[config.mk]
export PLATFORM = sky130hd
export DESIGN_NAME = serial_capture_16bits
export DESIGN_NICKNAME = d
export VERILOG_FILES = /design/src/rtl/serial_capture_16bits.sv
export SDC_FILE = /design/constraint.sdc
export NUM_CORES = 1
export LEC_CHECK = 0
export CORE_ASPECT_RATIO = 1.4
export CORE_MARGIN = 1
export CORE_UTILIZATION = 40
export DETAILED_ROUTE_END_ITERATION = 10
export DONT_BUFFER_PORTS = 1
export PLACE_DENSITY = 0.57
export SLEW_MARGIN = 10
export SYNTH_ARGS = -nofsm -noshare
export SYNTH_HDL_FRONTEND = slang
export SYNTH_SLANG_ARGS = --single-unit
[constraint.sdc]
create_clock -name clock -period 2 [get_ports clock]
set_clock_uncertainty 0.05 [all_clocks]
set_input_delay 0.2 -clock clock [delete_from_list [all_inputs] [get_ports clock]]
set_output_delay 0.2 -clock clock [all_outputs]
set_load 0.02 [all_outputs]
[src/rtl/serial_capture_16bits.sv]
// Serial-to-parallel capture of 16-bit words with single-entry output hold and sticky overrun.
// Optional match detector enabled by defining CAPTURE_MATCH_EN.
module serial_capture_16bits #(
  parameter bit LSB_FIRST = 1'b0
) (
  input  logic        clock,
  input  logic        reset,
  input  logic        shift_in,
  input  logic        sample,
  input  logic        align,
  input  logic        word_ack,
`ifdef CAPTURE_MATCH_EN
  input  logic [15:0] match_word,
  output logic        match,
`endif
  output logic [15:0] word_out,
  output logic        word_valid,
  output logic        overrun,
  output logic [3:0]  bit_count
);

  // Output handshake: a word transfers on any rising edge where word_valid=1
  // and word_ack=1; word_ack with word_valid=0 is ignored. A word completing on
  // a transfer edge replaces the departing one, so word_valid stays high.
  logic [15:0] asm_q;
  logic [15:0] assembled;
  logic        strobe;
  logic        complete;
  logic        accept;

  assign assembled = LSB_FIRST ? {shift_in, asm_q[15:1]} : {asm_q[14:0], shift_in};
  assign strobe    = sample & ~align;
  assign complete  = strobe & (bit_count == 4'd15);
  assign accept    = word_ack & word_valid;

  // Assembly register and bit counter; align discards any partial word.
  always_ff @(posedge clock or posedge reset) begin
    if (reset) begin
      asm_q     <= '0;
      bit_count <= '0;
    end else if (align) begin
      asm_q     <= '0;
      bit_count <= '0;
    end else if (sample) begin
      asm_q     <= complete ? 16'h0000 : assembled;
      bit_count <= bit_count + 4'd1;
    end
  end

  always_ff @(posedge clock or posedge reset) begin
    if (reset) begin
      word_out   <= '0;
      word_valid <= 1'b0;
      overrun    <= 1'b0;
    end else if (complete) begin
      if (!word_valid || accept) begin
        word_out   <= assembled;
        word_valid <= 1'b1;
        overrun    <= 1'b0;
      end else begin
        overrun    <= 1'b1;
      end
    end else if (accept) begin
      word_valid <= 1'b0;
      overrun    <= 1'b0;
    end
  end

`ifdef CAPTURE_MATCH_EN
  // Compares the assembled word, so a word dropped by overrun still matches.
  always_ff @(posedge clock or posedge reset) begin
    if (reset) begin
      match <= 1'b0;
    end else begin
      match <= complete && (assembled == match_word);
    end
  end
`endif

endmodule

# Word-level counts from Yosys, hierarchy flattened
# Index checks and enable logic that the tools add are counted.
classes:
  addsub: 1
  eq_ne: 2
  muxes: 10
  n_bitwise: 4
  reduce_logical: 6
op_table:
  columns: ["operator", "n"]
  rows:
  - ["$mux W15", 3]
  - ["$mux W4", 2]
  - ["$mux W1", 5]
  - ["$add A4 B1 Y4 const B", 1]
  - ["$eq A4 B4 Y1 const B", 1]
  - ["$reduce_and A2 Y1", 2]
  - ["$reduce_bool A2 Y1", 2]
  - ["$and A1 B1 Y1", 3]
  - ["$ne A2 B1 Y1 const B", 1]
  - ["$logic_not A1 Y1", 1]
  - ["$logic_or A1 B1 Y1", 1]
  - ["$not A1 Y1", 1]
totals:
  ff_bits: 37
  output_inout_bits: 22

# Logic depth before layout (Yosys ltp)
logic_depth:
  ltp_word: 6
  mapped_depth: 5
  mapped_depth_nobuf: 4

# Least setup slack after synthesis
# No wires, ideal clock.
synth_timing:
  path_type: "reg2reg"
  start: "reg bit_count[0]"
  end: "reg word_out[0]"
  arrival_time_ns: 1.688
  required_ns: 1.825
  slack_ns: 0.137
  stages_incl_launch_ff: 6
  path_buffers: 1
  cell_sequence: "dfrtp_1 > ha_1 > nand4_2 > nor3_4 > buf_6 > mux2_2"
synth_via:
  elab_chain_len: 3
synth_lines:
  columns: ["item", "line_no", "text"]
  rows:
  - ["from (decl)", "19", "output logic [3:0] bit_count"]
  - ["from (signal assigned)", "46", "bit_count <= bit_count + 4'd1;"]
  - ["$eq A4 B4 Y1", "33", "assign complete = strobe & (bit_count == 4'd15);"]
  - ["$and A1 B1 Y1", "33", null]
  - ["$reduce_and A2 Y1 (no source line)", null, null]
  - ["to (signal assigned)", "57", "word_out <= assembled;"]
  - ["to (decl)", "16", "output logic [15:0] word_out,"]
# No other way between the ends.
# A chain may end at the register's enable or synchronous reset.

# Worst setup path after layout
layout_timing:
  start: "reg bit_count[0]"
  end: "reg word_out[8]"
# Same word-level chain as after synthesis.

==> flow_results.org <==
** Status
- Status :: complete, no violations

** Power
- The design draws 1.331 mW.
- IR analysis of the VDD net gives a maximum drop of 0.5110 mV.
- Power density of the placed cells :: 821.7 nW/um^2
- Summed over all cells, the static leakage comes to 0.8030 nW.

** CTS
- The clock reaches the later pin of the worst-skew pair after 0.28 ns.
- After clock tree synthesis, the clock-pin slew on the worst setup and hold paths is 0.07 ns.
- The clock passes through at most 2 buffers.
- TritonCTS Buffers :: 5
- The clock net in this run drives a total of 37 sinks.
- TritonCTS built the clock tree.
- The number of setup buffers added after CTS is 0.
- The cell sitting at the root of the clock tree is a sky130_fd_sc_hd__clkbuf_8.
- H-tree depth :: 2

** Placement
- During placement, the flow inserted port buffers numbering 0.
- Detailed placement finished with a half-perimeter wire length of 1.526 mm.
- After detailed placement, the total cell area comes to 1504 um^2.
- At the end of routability-driven placement, the weighted congestion stood at 0.6375.

** Worst setup path
- STA puts the critical path data required time at 2.12 ns.
- Kind of end point of the critical path :: flip-flop
- The setup path with the least slack is of type flip-flop to flip-flop.
- The worst setup path is launched from a flip-flop.
- CP max FO :: 16
- Arrival time of the worst setup path :: 1.81 ns

** Yosys
- Synth Instances :: 95
- Post-synthesis xor/xnor area fraction :: 0.01832
- The synthesized netlist occupies a cell area of 1434 um^2.
- The share of synthesized area in the top cell type comes to 0.6457.
- Main synth FF type :: sky130_fd_sc_hd__dfrtp_1
- Mean instance size in the synthesized netlist :: 15.09 um^2
- Of the synthesized area, sequential elements account for 0.6457.
- After synthesis, the netlist uses 21 different library cells.
- Net count of the mapped netlist :: 102
- By area the synthesized netlist is led by sky130_fd_sc_hd__dfrtp_1, sky130_fd_sc_hd__mux2_2, sky130_fd_sc_hd__a22o_1.
- Of the total synthesized cell area, the portion taken by full adders, half adders and majority gates is 0.008726.
- In this run, synthesis produced a sequential element count of 37.
- Post-synthesis cell type with the largest combined area :: sky130_fd_sc_hd__dfrtp_1
- The fraction of the mapped netlist area in compound gates is 0.1195.
- Synth Area in Simple Gates :: 0.04712
- Yosys mapped a number of flops with a built-in enable equal to 0.
- The Yosys step of the flow raised 0 warnings.
- Of the post-synthesis cell area, the part taken by muxes is 0.1326.
- After synthesis, the share of flip-flops with an asynchronous set or reset is 1.000.
- Main combinational cell family by area after synthesis :: multiplexers

** Global route
- Maximum number of pins on one net before global-route repair :: 38
- Aggregate global-route resource usage :: 0.1526
- For this run the aggregate overflow at the end of global routing stands at 0.
- The first global-routing pass estimated 4.057 mm of wire.
- Antenna violations before repair :: 0
- The via count of the first global-routing pass came to 887.

** STA
- Setup violations remaining at the end of the flow were counted as 0.
- The final count of hold timing violations came to 0.
- Setup repair after global routing left no endpoint under its margin.
- Static timing analysis puts the maximum clock frequency at 589.9 MHz.
- Number of pins exceeding their max-slew limit in the final report :: 0
- Transition time of the tightest slew-check pin :: 0.9531 ns
- Fin crit share :: 0.8476
- Post-layout minimum cycle time :: 1.695 ns
- Setup TNS :: 0 ns
- Measured against its own limit, the worst slew margin works out to 0.3622.

** Floorplan
- Floorplan die height :: 72.84 um
- The die is 52.60 um wide.
- Number of I/O pins :: 28
- The core region is 3410 um^2.
- Effective utilization at floorplan :: 0.4206
- Standard-cell rows :: 25
- Total Die Area :: 3831 um^2

** Route
- DRT Pass-1 Iters :: 3
- Dividing the detail-routed via count by the number of cells gives 5.449.
- The routed layout has 801 vias.
- Dividing the detail-routed wire length by the instance count gives 16.24 um.
- The detailed router finished its first iteration with 21 violations.
- Post-DRT Antenna Nets :: 0
- Remaining design rule violation count :: 0
- The final layout contains routed wiring with a total length of 2.388 mm.

** Layout
- Number of antenna repair diodes :: 0
- Of the cells placed in the final design, the portion with a size suffix greater than 1 is 0.2991.
- Net count reported at finish :: 114
- Layout Cell Area excl Fill :: 1620 um^2
- Total of fill cells in the finished design :: 302
- Fraction of the core area covered by cells at the end of the flow :: 0.4752
- Area growth, synth to finish :: 13.00%

** Run
- Max Cap Violations :: 0

** Hold path
- The min-delay analysis places its worst path in the category input port to flip-flop.
==> state kept, by name (all words and copies together) (netlist names) <==
name,count
word_out,16
overrun,1
word_valid,1
asm_q,15
bit_count,4
==> per-stage QoR <==
stage	hold WS, ns	cells	worst slack (ns)
CTS	0.005058	147	0.2712
global route	0.005252	147	0.1673
detailed placement	0.1814	137	0.2898
global placement	0.1714	137	0.3240
finish	0.01399	147	0.3048
floorplan	0.2827	95	0.1369
==> worst paths after layout <==
check	from	end	slack [ns]	depth (start not counted)
setup / recovery	bit_count[0]	word_out[8]	0.30	5
max in group asynchronous	reset	word_out[11]	1.16	3
hold reg to reg	asm_q[14]	asm_q[14]	0.45	1
min in group asynchronous	reset	bit_count[0]	0.42	3
setup reg to reg	bit_count[0]	word_out[8]	0.30	5
hold / removal	shift_in	word_out[0]	0.01	1
==> cell usage after synthesis, types with 2 or more instances <==
library cell               instances
sky130_fd_sc_hd__nor2_1            5
sky130_fd_sc_hd__inv_1             2
sky130_fd_sc_hd__xor2_1            2
sky130_fd_sc_hd__buf_2             2
sky130_fd_sc_hd__dfrtp_1          37
sky130_fd_sc_hd__mux2_2           16
sky130_fd_sc_hd__o21bai_1          2
sky130_fd_sc_hd__a22o_1           15
sky130_fd_sc_hd__nand2_1           2
==> repair_timing <==
| action | 4_1_cts | 5_1_grt |
|---|---|---|
| hold endpoints to repair | 43 | 0 |
| hold buffers | 3 | 0 |
| resized for setup | 0 | 0 |
==> cell type report <==
cell class / instances / area, um^2 / share of cell area
sequential: 37 / 925.9 / 0.5714
tap: 40 / 50.05 / 0.03089
timing repair buffer: 10 / 82.58 / 0.05097
inverter: 2 / 7.507 / 0.004633
clock buffer: 7 / 86.33 / 0.05328
multi-input combinational: 51 / 467.9 / 0.2888
==> report_power, final <==
part / total [mW] / internal [mW] / leakage [nW] / switching (mW)
combinational: 0.0623 / 0.0213 / 0.244 / 0.0409
clock: 0.510 / 0.273 / 0.0443 / 0.237
sequential: 0.759 / 0.755 / 0.515 / 0.00431
total: 1.33 / 1.05 / 0.803 / 0.282
==> worst max-delay path: stages (launching register included) <==
cell and delay [ns]:
sky130_fd_sc_hd__dfrtp_1 0.36, sky130_fd_sc_hd__ha_1 0.23, sky130_fd_sc_hd__nand4_2 0.18, sky130_fd_sc_hd__nor3_4 0.14, sky130_fd_sc_hd__buf_4 0.26, sky130_fd_sc_hd__mux2_2 0.36
==> cell families after synthesis <==
logic type / Yosys count
AO/OA/AOI/OAI: 19
XOR/XNOR: 3
AND/OR/NAND/NOR: 11
flip-flops: 37
adder cells (fa/ha/maj): 1
multiplexers: 17
buffers and inverters: 7
==> cell usage in the layout, fill, tap and decap left out <==
| cell | n |
|---|---|
| sky130_fd_sc_hd__nor3_4 | 1 |
| sky130_fd_sc_hd__clkbuf_1 | 1 |
| sky130_fd_sc_hd__nand4_1 | 1 |
| sky130_fd_sc_hd__nor2b_1 | 1 |
| sky130_fd_sc_hd__xor2_1 | 2 |
| sky130_fd_sc_hd__o311a_1 | 1 |
| sky130_fd_sc_hd__nor2_1 | 5 |
| sky130_fd_sc_hd__mux2i_1 | 1 |
| sky130_fd_sc_hd__ha_1 | 1 |
| sky130_fd_sc_hd__o21bai_1 | 2 |
| sky130_fd_sc_hd__dlygate4sd3_1 | 3 |
| sky130_fd_sc_hd__inv_1 | 2 |
| sky130_fd_sc_hd__buf_4 | 7 |
| sky130_fd_sc_hd__nand2_1 | 2 |
| sky130_fd_sc_hd__a22o_1 | 15 |
| sky130_fd_sc_hd__xnor2_1 | 1 |
| sky130_fd_sc_hd__clkbuf_8 | 6 |
| sky130_fd_sc_hd__mux2_2 | 16 |
| sky130_fd_sc_hd__dfrtp_1 | 37 |
| sky130_fd_sc_hd__nand4_2 | 1 |
| sky130_fd_sc_hd__a311oi_2 | 1 |
==> routing by layer <==
metal | vias to the layer above | wire, um | track usage
li1 | 366 | - | -
met1 | 405 | 1021 | 0.1706
met2 | 26 | 1145 | 0.2377
met3 | 4 | 180 | 0.06667
met4 | 0 | 41 | 0.08772
met5 | - | 0 | 0
Power figures use the tool's default switching activity.
